**src/rtl/poly_pkg.sv**
```systemverilog
// Shared widths, default timeout and FSM state encoding for the polynomial
// sweep sequencer and its saturating Q24.8 adder.
package poly_pkg;

  localparam int unsigned Q_W             = 32;
  localparam int unsigned Y_W             = 128;
  localparam int unsigned IDX_W           = 16;
  localparam int unsigned DEFAULT_TIMEOUT = 1024;

  typedef enum logic [2:0] {
    ST_IDLE    = 3'd0,
    ST_ISSUE   = 3'd1,
    ST_WAIT    = 3'd2,
    ST_RELEASE = 3'd3,
    ST_EMIT    = 3'd4,
    ST_FINISH  = 3'd5
  } state_t;

endpackage

```
**src/rtl/q24_8_sat_add.sv**
```systemverilog
// Combinational signed Q24.8 adder that clamps to the most positive/negative
// representable value and flags when clamping occurred.
module q24_8_sat_add
  import poly_pkg::*;
(
  input  logic [Q_W-1:0] a,
  input  logic [Q_W-1:0] b,
  output logic [Q_W-1:0] sum,
  output logic           sat
);

  logic [Q_W-1:0] raw_s;
  logic           ovf_s;

  // Signed overflow: operands share a sign that the raw sum does not.
  always_comb begin
    raw_s = a + b;
    ovf_s = (a[Q_W-1] == b[Q_W-1]) && (raw_s[Q_W-1] != a[Q_W-1]);
    sat   = ovf_s;
    if (ovf_s) begin
      if (a[Q_W-1]) begin
        sum = {1'b1, {(Q_W-1){1'b0}}};
      end else begin
        sum = {1'b0, {(Q_W-1){1'b1}}};
      end
    end else begin
      sum = raw_s;
    end
  end

endmodule

```
**src/rtl/poly_sweep_sequencer.sv**
```systemverilog
// Steps x across a sweep, drives the polynomial evaluator one point at a time
// and hands each result out through a single-entry valid/ready buffer.
module poly_sweep_sequencer
  import poly_pkg::*;
#(
  parameter int unsigned TIMEOUT_CYCLES = DEFAULT_TIMEOUT
) (
  input  logic             clk,
  input  logic             rst,
  input  logic             cfg_start,
  input  logic [Q_W-1:0]   cfg_x0,
  input  logic [Q_W-1:0]   cfg_step,
  input  logic [IDX_W-1:0] cfg_count,
  output logic             func_start,
  output logic [Q_W-1:0]   func_x,
  input  logic             func_done,
  input  logic [Y_W-1:0]   func_y,
  input  logic             func_ovf,
  output logic             res_valid,
  input  logic             res_ready,
  output logic [Q_W-1:0]   res_x,
  output logic [Y_W-1:0]   res_y,
  output logic             res_ovf,
  output logic [IDX_W-1:0] res_idx,
  output logic             busy,
  output logic             sweep_done,
  output logic             x_sat,
  output logic             err_timeout
);

  state_t           state_r, state_nxt_s;
  logic [Q_W-1:0]   x_r, step_r, x_sum_s;
  logic [IDX_W-1:0] count_r, idx_r;
  logic [31:0]      to_cnt_r;
  logic             x_sum_sat_s, accepted_s, timeout_s, last_pt_s;
  logic             func_start_r, res_valid_r, res_ovf_r, busy_r;
  logic             sweep_done_r, x_sat_r, err_timeout_r;
  logic [Q_W-1:0]   res_x_r;
  logic [Y_W-1:0]   res_y_r;
  logic [IDX_W-1:0] res_idx_r;

  q24_8_sat_add u_sat_add (
    .a   (x_r),
    .b   (step_r),
    .sum (x_sum_s),
    .sat (x_sum_sat_s)
  );

  // State register.
  always_ff @(posedge clk) begin
    if (rst) begin
      state_r <= ST_IDLE;
    end else begin
      state_r <= state_nxt_s;
    end
  end

  // Next-state logic; the result counts as accepted if already drained or taken this cycle.
  always_comb begin
    state_nxt_s = state_r;
    accepted_s  = !res_valid_r || res_ready;
    timeout_s   = (to_cnt_r == 32'(TIMEOUT_CYCLES - 1));
    last_pt_s   = ((idx_r + 16'd1) == count_r);
    case (state_r)
      ST_IDLE: begin
        if (cfg_start) begin
          if (cfg_count != 16'd0) state_nxt_s = ST_ISSUE;
          else                    state_nxt_s = ST_FINISH;
        end else begin
          state_nxt_s = ST_IDLE;
        end
      end
      ST_ISSUE: state_nxt_s = ST_WAIT;
      ST_WAIT: begin
        if (func_done)      state_nxt_s = ST_RELEASE;
        else if (timeout_s) state_nxt_s = ST_FINISH;
        else                state_nxt_s = ST_WAIT;
      end
      ST_RELEASE: begin
        if (!func_done && accepted_s) state_nxt_s = ST_EMIT;
        else                          state_nxt_s = ST_RELEASE;
      end
      ST_EMIT: begin
        if (last_pt_s) state_nxt_s = ST_FINISH;
        else           state_nxt_s = ST_ISSUE;
      end
      ST_FINISH: state_nxt_s = ST_IDLE;
      default:   state_nxt_s = ST_IDLE;
    endcase
  end

  // Sweep datapath, timeout counter and status flags; strobes follow the next state.
  always_ff @(posedge clk) begin
    if (rst) begin
      x_r           <= 32'd0;
      step_r        <= 32'd0;
      count_r       <= 16'd0;
      idx_r         <= 16'd0;
      to_cnt_r      <= 32'd0;
      func_start_r  <= 1'b0;
      busy_r        <= 1'b0;
      sweep_done_r  <= 1'b0;
      x_sat_r       <= 1'b0;
      err_timeout_r <= 1'b0;
    end else begin
      func_start_r <= (state_nxt_s == ST_ISSUE) || (state_nxt_s == ST_WAIT);
      busy_r       <= (state_nxt_s != ST_IDLE);
      sweep_done_r <= (state_r == ST_FINISH);
      case (state_r)
        ST_IDLE: begin
          if (cfg_start) begin
            x_r           <= cfg_x0;
            step_r        <= cfg_step;
            count_r       <= cfg_count;
            idx_r         <= 16'd0;
            x_sat_r       <= 1'b0;
            err_timeout_r <= 1'b0;
          end
        end
        ST_ISSUE: to_cnt_r <= 32'd0;
        ST_WAIT: begin
          if (!func_done && timeout_s) begin
            err_timeout_r <= 1'b1;
          end else if (!func_done) begin
            to_cnt_r <= to_cnt_r + 32'd1;
          end
        end
        // Only advance x when another point follows, so x_sat reflects issued points.
        ST_EMIT: begin
          if (!last_pt_s) begin
            idx_r <= idx_r + 16'd1;
            x_r   <= x_sum_s;
            if (x_sum_sat_s) x_sat_r <= 1'b1;
          end
        end
        default: ;
      endcase
    end
  end

  // Single-entry result buffer: loaded on func_done in WAIT, drained by res_ready.
  always_ff @(posedge clk) begin
    if (rst) begin
      res_valid_r <= 1'b0;
      res_x_r     <= 32'd0;
      res_y_r     <= 128'd0;
      res_ovf_r   <= 1'b0;
      res_idx_r   <= 16'd0;
    end else if ((state_r == ST_WAIT) && func_done) begin
      res_valid_r <= 1'b1;
      res_x_r     <= x_r;
      res_y_r     <= func_y;
      res_ovf_r   <= func_ovf;
      res_idx_r   <= idx_r;
    end else if (res_valid_r && res_ready) begin
      res_valid_r <= 1'b0;
    end
  end

  assign func_start  = func_start_r;
  assign func_x      = x_r;
  assign res_valid   = res_valid_r;
  assign res_x       = res_x_r;
  assign res_y       = res_y_r;
  assign res_ovf     = res_ovf_r;
  assign res_idx     = res_idx_r;
  assign busy        = busy_r;
  assign sweep_done  = sweep_done_r;
  assign x_sat       = x_sat_r;
  assign err_timeout = err_timeout_r;

endmodule

```
**config.mk**
```make
export PLATFORM = sky130hd
export DESIGN_NAME = poly_sweep_sequencer
export DESIGN_NICKNAME = d
export VERILOG_FILES = /design/src/rtl/poly_pkg.sv /design/src/rtl/q24_8_sat_add.sv /design/src/rtl/poly_sweep_sequencer.sv
export SDC_FILE = /design/constraint.sdc
export NUM_CORES = 1
export LEC_CHECK = 0
export CORE_UTILIZATION = 35
export DETAILED_ROUTE_END_ITERATION = 8
export SYNTH_ARGS = -nofsm -noshare
export SYNTH_HDL_FRONTEND = slang
export SYNTH_HIERARCHICAL = 1
export SYNTH_SLANG_ARGS = --single-unit
```
**constraint.sdc**
```tcl
create_clock -name clk -period 3.3 [get_ports clk]
set_input_delay 0.825 -clock clk [delete_from_list [all_inputs] [get_ports clk]]
set_output_delay 0.825 -clock clk [all_outputs]
set_load 0.1 [all_outputs]
```
======== Word-level counts from Yosys, hierarchy flattened ========
Index checks and enable logic that the tools add are counted.
word-level totals
  register bits ........................... 314
  bits of input ports ..................... 214
  output and inout bits ................... 215
  word-level logic and storage cells ...... 83
operators by class
  add/subtract/negate cells ............... 3
  equal/unequal tests ..................... 17
  multiplexer cells ....................... 26
  reduce and logical (&&, ||, !) cells .... 21
operators with widths
  operator               number
  $mux 32                6
  $pmux 32 s2            2
  $add 32x1->32 const B  1
  $add 32x32->32         1
  $eq 32x10->1 const B   1
  $mux 16                2
  $pmux 16 s2            1
  $mux 3                 6
  $add 16x1->16 const B  1
  $eq 16x16->1           1
  $reduce_bool 16->1     1
  $pmux 3 s5             1
  $ne 2x2->1 const B     5
  $eq 3x2->1 const B     3
  $reduce_and 3->1       3
  $reduce_bool 2->1      4
  $eq 3x1->1 const B     2
  $eq 3x3->1 const B     2
  $mux 1                 6
  $logic_and 1x1->1      5
  $pmux 1 s2             2
  $reduce_and 4->1       1
  $logic_not 3->1        1
  $reduce_bool 3->1      1
  6 further kinds        8

======== Logic depth before layout (Yosys ltp) ========
  depth after elaboration ................. 7
  mapped depth ............................ 15
  gate-level depth less buffers ........... 12

======== Modules after synthesis ========
Netlist, hierarchy kept.
by module, submodules not included
  module                instances  cells each  area each (um^2)  sequential area each (um^2)
  poly_sweep_sequencer  1          1555        12548.3           6286.0
  q24_8_sat_add         1          289         1959.4            0.0

======== Least setup slack after synthesis ========
No wires, ideal clock.
  kind .................................... register to register
  start ................................... reg x_r[4], in the netlist func_x[4]
  end ..................................... reg x_r[30], in the netlist func_x[30]
  setup time .............................. 91 ps
  arrival time ............................ 3515 ps
  data required time ...................... 3209 ps
  path slack .............................. -306 ps
  cell stages (with the launch flop) ...... 14
  path buffers ............................ 2
  period minus slack after synthesis ...... 3606 ps
  cells stage by stage .................... dfxtp_1 ha_1 nand3_2 o211ai_4 a21oi_2 nor3_2 o21ai_2 or4_1 buf_2 and4_4 buf_6 o41ai_2 nand3_1 a311oi_1
between the ends
  word-level cells in the longest chain between the ends .. 6
ends and longest elaborated chain
  element                   line                         source
  start: declaration        poly_sweep_sequencer.sv:32   logic [Q_W-1:0] x_r, step_r, x_sum_s;
  start signal: assignment  poly_sweep_sequencer.sv:112  x_r <= cfg_x0;
  start signal: assignment  poly_sweep_sequencer.sv:132  x_r <= x_sum_s;
  $add 32x32->32 (*)        q24_8_sat_add.sv:17          raw_s = a + b;
  $ne 1x1->1                q24_8_sat_add.sv:18          ovf_s = (a[Q_W-1] == b[Q_W-1]) && (raw_s[Q_W-1] != a[Q_W-1]);
  $logic_and 1x1->1         q24_8_sat_add.sv:18
  $mux 32 (*)               q24_8_sat_add.sv:20          if (ovf_s) begin
  net x_sum_s[30]           poly_sweep_sequencer.sv:32
  $mux 32 (*)               poly_sweep_sequencer.sv:130  if (!last_pt_s) begin
  $pmux 32 s2 (*)           poly_sweep_sequencer.sv:109  case (state_r)
The timed path passes the listed nets; every way through them passes the cells marked *. The select of a mux whose other input is x is not followed.
A chain may end at the register's enable or synchronous reset.

======== Final worst setup path ========
  start ................................... reg x_r[0], in the netlist func_x[0]
  end ..................................... reg x_r[24], in the netlist func_x[24]
The elaborated chain is that of the path after synthesis.

==> metrics.cfg <==
[run_status]
status = complete, no violations

[grt]
grt_antenna_before_repair = 4
grt_use_total_pct = 21.34
grt_pass1_vias = 13150
grt_max_degree = 178
grt_pass1_wl_um = 71240
overflow = 0

[timing]
min_period_over_period_pct = 95.44
hold_violations = 0
period_needed_ns = 3.150
skew_ns = 0.01245
max_freq_mhz = 317.5
drv_slew = 0
worst_slew_pin_slew_ns = 0.9712
whs_ns = 0.4523
setup_viol = 0
max-slew-margin-rel_pct = 35.25

[logic_synthesis]
synth_nets = 2092
ys_seq_area_share_pct = 43.33
yosysTopAreaCellShare_pct = 43.33
synth_top_cell_by_area = dfxtp_1
ys_ff_latch = 314
ys.flop_type = dfxtp_1
yosysWarnings = 6
synth_cell_type_count = 78
synthArstFlopShare_pct = 0
synthTopCellsByArea = dfxtp_1 43%, nand2_1 14%, a21oi_1 9.3%, a311oi_2 3.1%, ha_1 2.8%
synth_area_mm2 = 0.01451
synth-edff-count = 0
synthCells = 1844
syn-mean-instance-area_um2 = 7.867

[cts]
h-tree-depth = 2
cts.clk_slew.worst_paths_ns = 0.06
cts-root-buf = clkbuf_16
clock_latency_ns = 0.54
cts_buffers = 38
cts_tree = done
clock_sinks = 314
clockBufferDepth = 3
hold_buffers = 0

[min_path]
hold_path.class = reg -> reg

[place]
finalWeightedCongestion = 0.8585
numPortBuffers = 428
dp_hpwl_um = 33190
placed_cell_area_mm2 = 0.01876

[drt]
vias_per_cell = 5.093
vias = 14180
drc = 0
drt_iter0_drc = 887
wl_per_cell_um = 17.11
first_pass_iters = 5
finalWirelength_um = 47620
ant_nets = 0

[critical_path]
critPathSlowestCell = fa_1
setup.worst_path.end_class = register
crit_buf_inv = 1
cp_cell_sequence = ha_1, fa_1, a21oi_1, o21ai_0, o211ai_1, buf_4, a21oi_1, o21ai_0, a21oi_1, or3_1, a31o_2, nand3_1, a311oi_2
cp_common_cell = a21oi_1
cp.arrival_ns = 3.55
crit_fanout = 3
critPathTopFamily = compound AO/OA/AOI/OAI gates
crit_path_max_incr_delay_ns = 0.42
critPathRequiredTime_ns = 3.70
crit_type = reg -> reg
cp-start-kind = register

[power_and_ir_drop]
power_leakage_nw = 7.778
p_per_area_mw_per_mm2 = 569.4
peakVddDrop_uv = 288.7
power_switching_w = 0.003915
seqPwrFrac_pct = 36.6
internal_power_w = 0.007509
clock_power_share_pct = 37.0
switching_share_pct = 34.27
combPwrFrac_pct = 26.4

[cells_and_area]
final_area_mm2 = 0.02006
final_cell_mix = 549 x nand2_1, 292 x dfxtp_1, 271 x a21oi_1, 247 x buf_4, 212 x clkdlybuf4s50_1
fin_util_pct = 49.13
nFillCells = 3970
final_common_cell = nand2_1
layout.nets = 2469
drive_above_1_share_pct = 17.73
area_growth_pct = 38.28

[die]
fp.dieW_um = 205.6
ios = 429
num_rows = 74
core_area_mm2 = 0.04083
die_y_um = 205.6
initial_core_util_pct = 35.53
die_area_mm2 = 0.04227

[run]
max-cap-violations = 0

-- synthesized netlist by cell type, drive strengths merged, types with 3 or more instances --
| library cell | n |
|---|---|
| a311oi | 32 |
| nor3 | 15 |
| a211oi | 8 |
| o31ai | 6 |
| inv | 16 |
| nor4 | 11 |
| a221o | 7 |
| buf | 28 |
| a211o | 3 |
| or4 | 5 |
| xnor2 | 38 |
| nand3b | 7 |
| and3 | 24 |
| nor3b | 5 |
| o21a | 9 |
| o211ai | 4 |
| a22o | 4 |
| nand3 | 62 |
| nor2 | 96 |
| a21oi | 273 |
| xor2 | 32 |
| nor2b | 8 |
| a21o | 12 |
| a31oi | 4 |
| clkbuf | 102 |
| nand4 | 16 |
| a21boi | 7 |
| nand2 | 550 |
| dfxtp | 314 |
| ha | 33 |
| o21ai | 54 |
| nand2b | 3 |
| a41oi | 4 |
| or3 | 12 |
| o21bai | 6 |
-- power by group through the flow --
stage               Clock [W]  Sequential [W]  Combinational (W)
global placement            0         0.00426            0.00300
floorplan                   0         0.00531            0.00109
global route          0.00450         0.00421            0.00321
CTS                   0.00435         0.00419            0.00302
finish                0.00422         0.00419            0.00302
detailed placement          0         0.00427            0.00301
-- logic make-up after synthesis --
| kind of cell | synth area share, % |
|---|---|
| AND/OR/NAND/NOR | 24.45 |
| buffers and inverters | 4.355 |
| XOR/XNOR | 4.433 |
| AO/OA/AOI/OAI | 20.29 |
| flip-flops | 43.33 |
| multiplexers | 0.1552 |
| adder cells (fa/ha/maj) | 2.984 |
-- state kept, by name, summed over array words and instances (netlist names), 3 cells and up --
signal	count
state_r	3
count_r	16
step_r	32
res_idx	16
res_x	32
func_x	32
to_cnt_r	32
res_y	128
idx_r	16
-- repair_timing --
item / CTS / global route
setup endpoints to repair: 0 / 48
buffers inserted: 0 / 1
resized for setup: 0 / 5
-- worst register-to-register path: stages (launching register included) --
cell	delay, ns
dfxtp_2	0.32
ha_1	0.23
fa_1	0.42
a21oi_1	0.22
o21ai_0	0.23
o211ai_1	0.24
buf_4	0.18
a21oi_1	0.08
o21ai_0	0.27
a21oi_1	0.11
or3_1	0.31
a31o_2	0.23
nand3_1	0.08
a311oi_2	0.10
-- stage by stage --
step	TNS, ns	worst slack [ns]	cells	power (W)
6_report	0	0.1504	2783	0.01142
5_1_grt	-0.07075	-0.01995	2783	0.01192
4_1_cts	0	0.01278	2780	0.01156
3_5_place_dp	0	0.05743	2711	0.007280
3_3_place_gp	0	0.1549	2711	0.007253
2_1_floorplan	0	0.01561	1844	0.006398
-- per-layer routing --
layer	GRT usage, %	wire (um)	share of wire [%]	up-vias
met2	36.10	22570	47	408
met1	26.37	20470	43	6626
met3	4.831	3348	7.0	69
met5	0	34	0.071	-
met4	7.619	1194	2.5	6
li1	-	-	-	7066
-- final cells by class --
cell class	instances	area, um^2	area share (%)
multi-input combinational	1385	7647	38.12
sequential	314	6314	31.47
timing repair buffer	466	4111	20.50
clock buffer	59	1131	5.638
tap	532	665.6	3.318
clock inverter	10	128.9	0.6424
inverter	16	60.06	0.2994
antenna	1	2.502	0.01247
-- worst paths after layout --
kind	from	endpoint	slack, ns	depth (start not counted)
setup / recovery	func_x[0]	func_x[24]	0.15	13
hold / removal	res_y[115]	res_y[115]	0.45	2
setup reg to reg	func_x[0]	func_x[24]	0.15	13
hold reg to reg	res_y[115]	res_y[115]	0.45	2
Note: power is estimated with default switching activity, not from simulation.
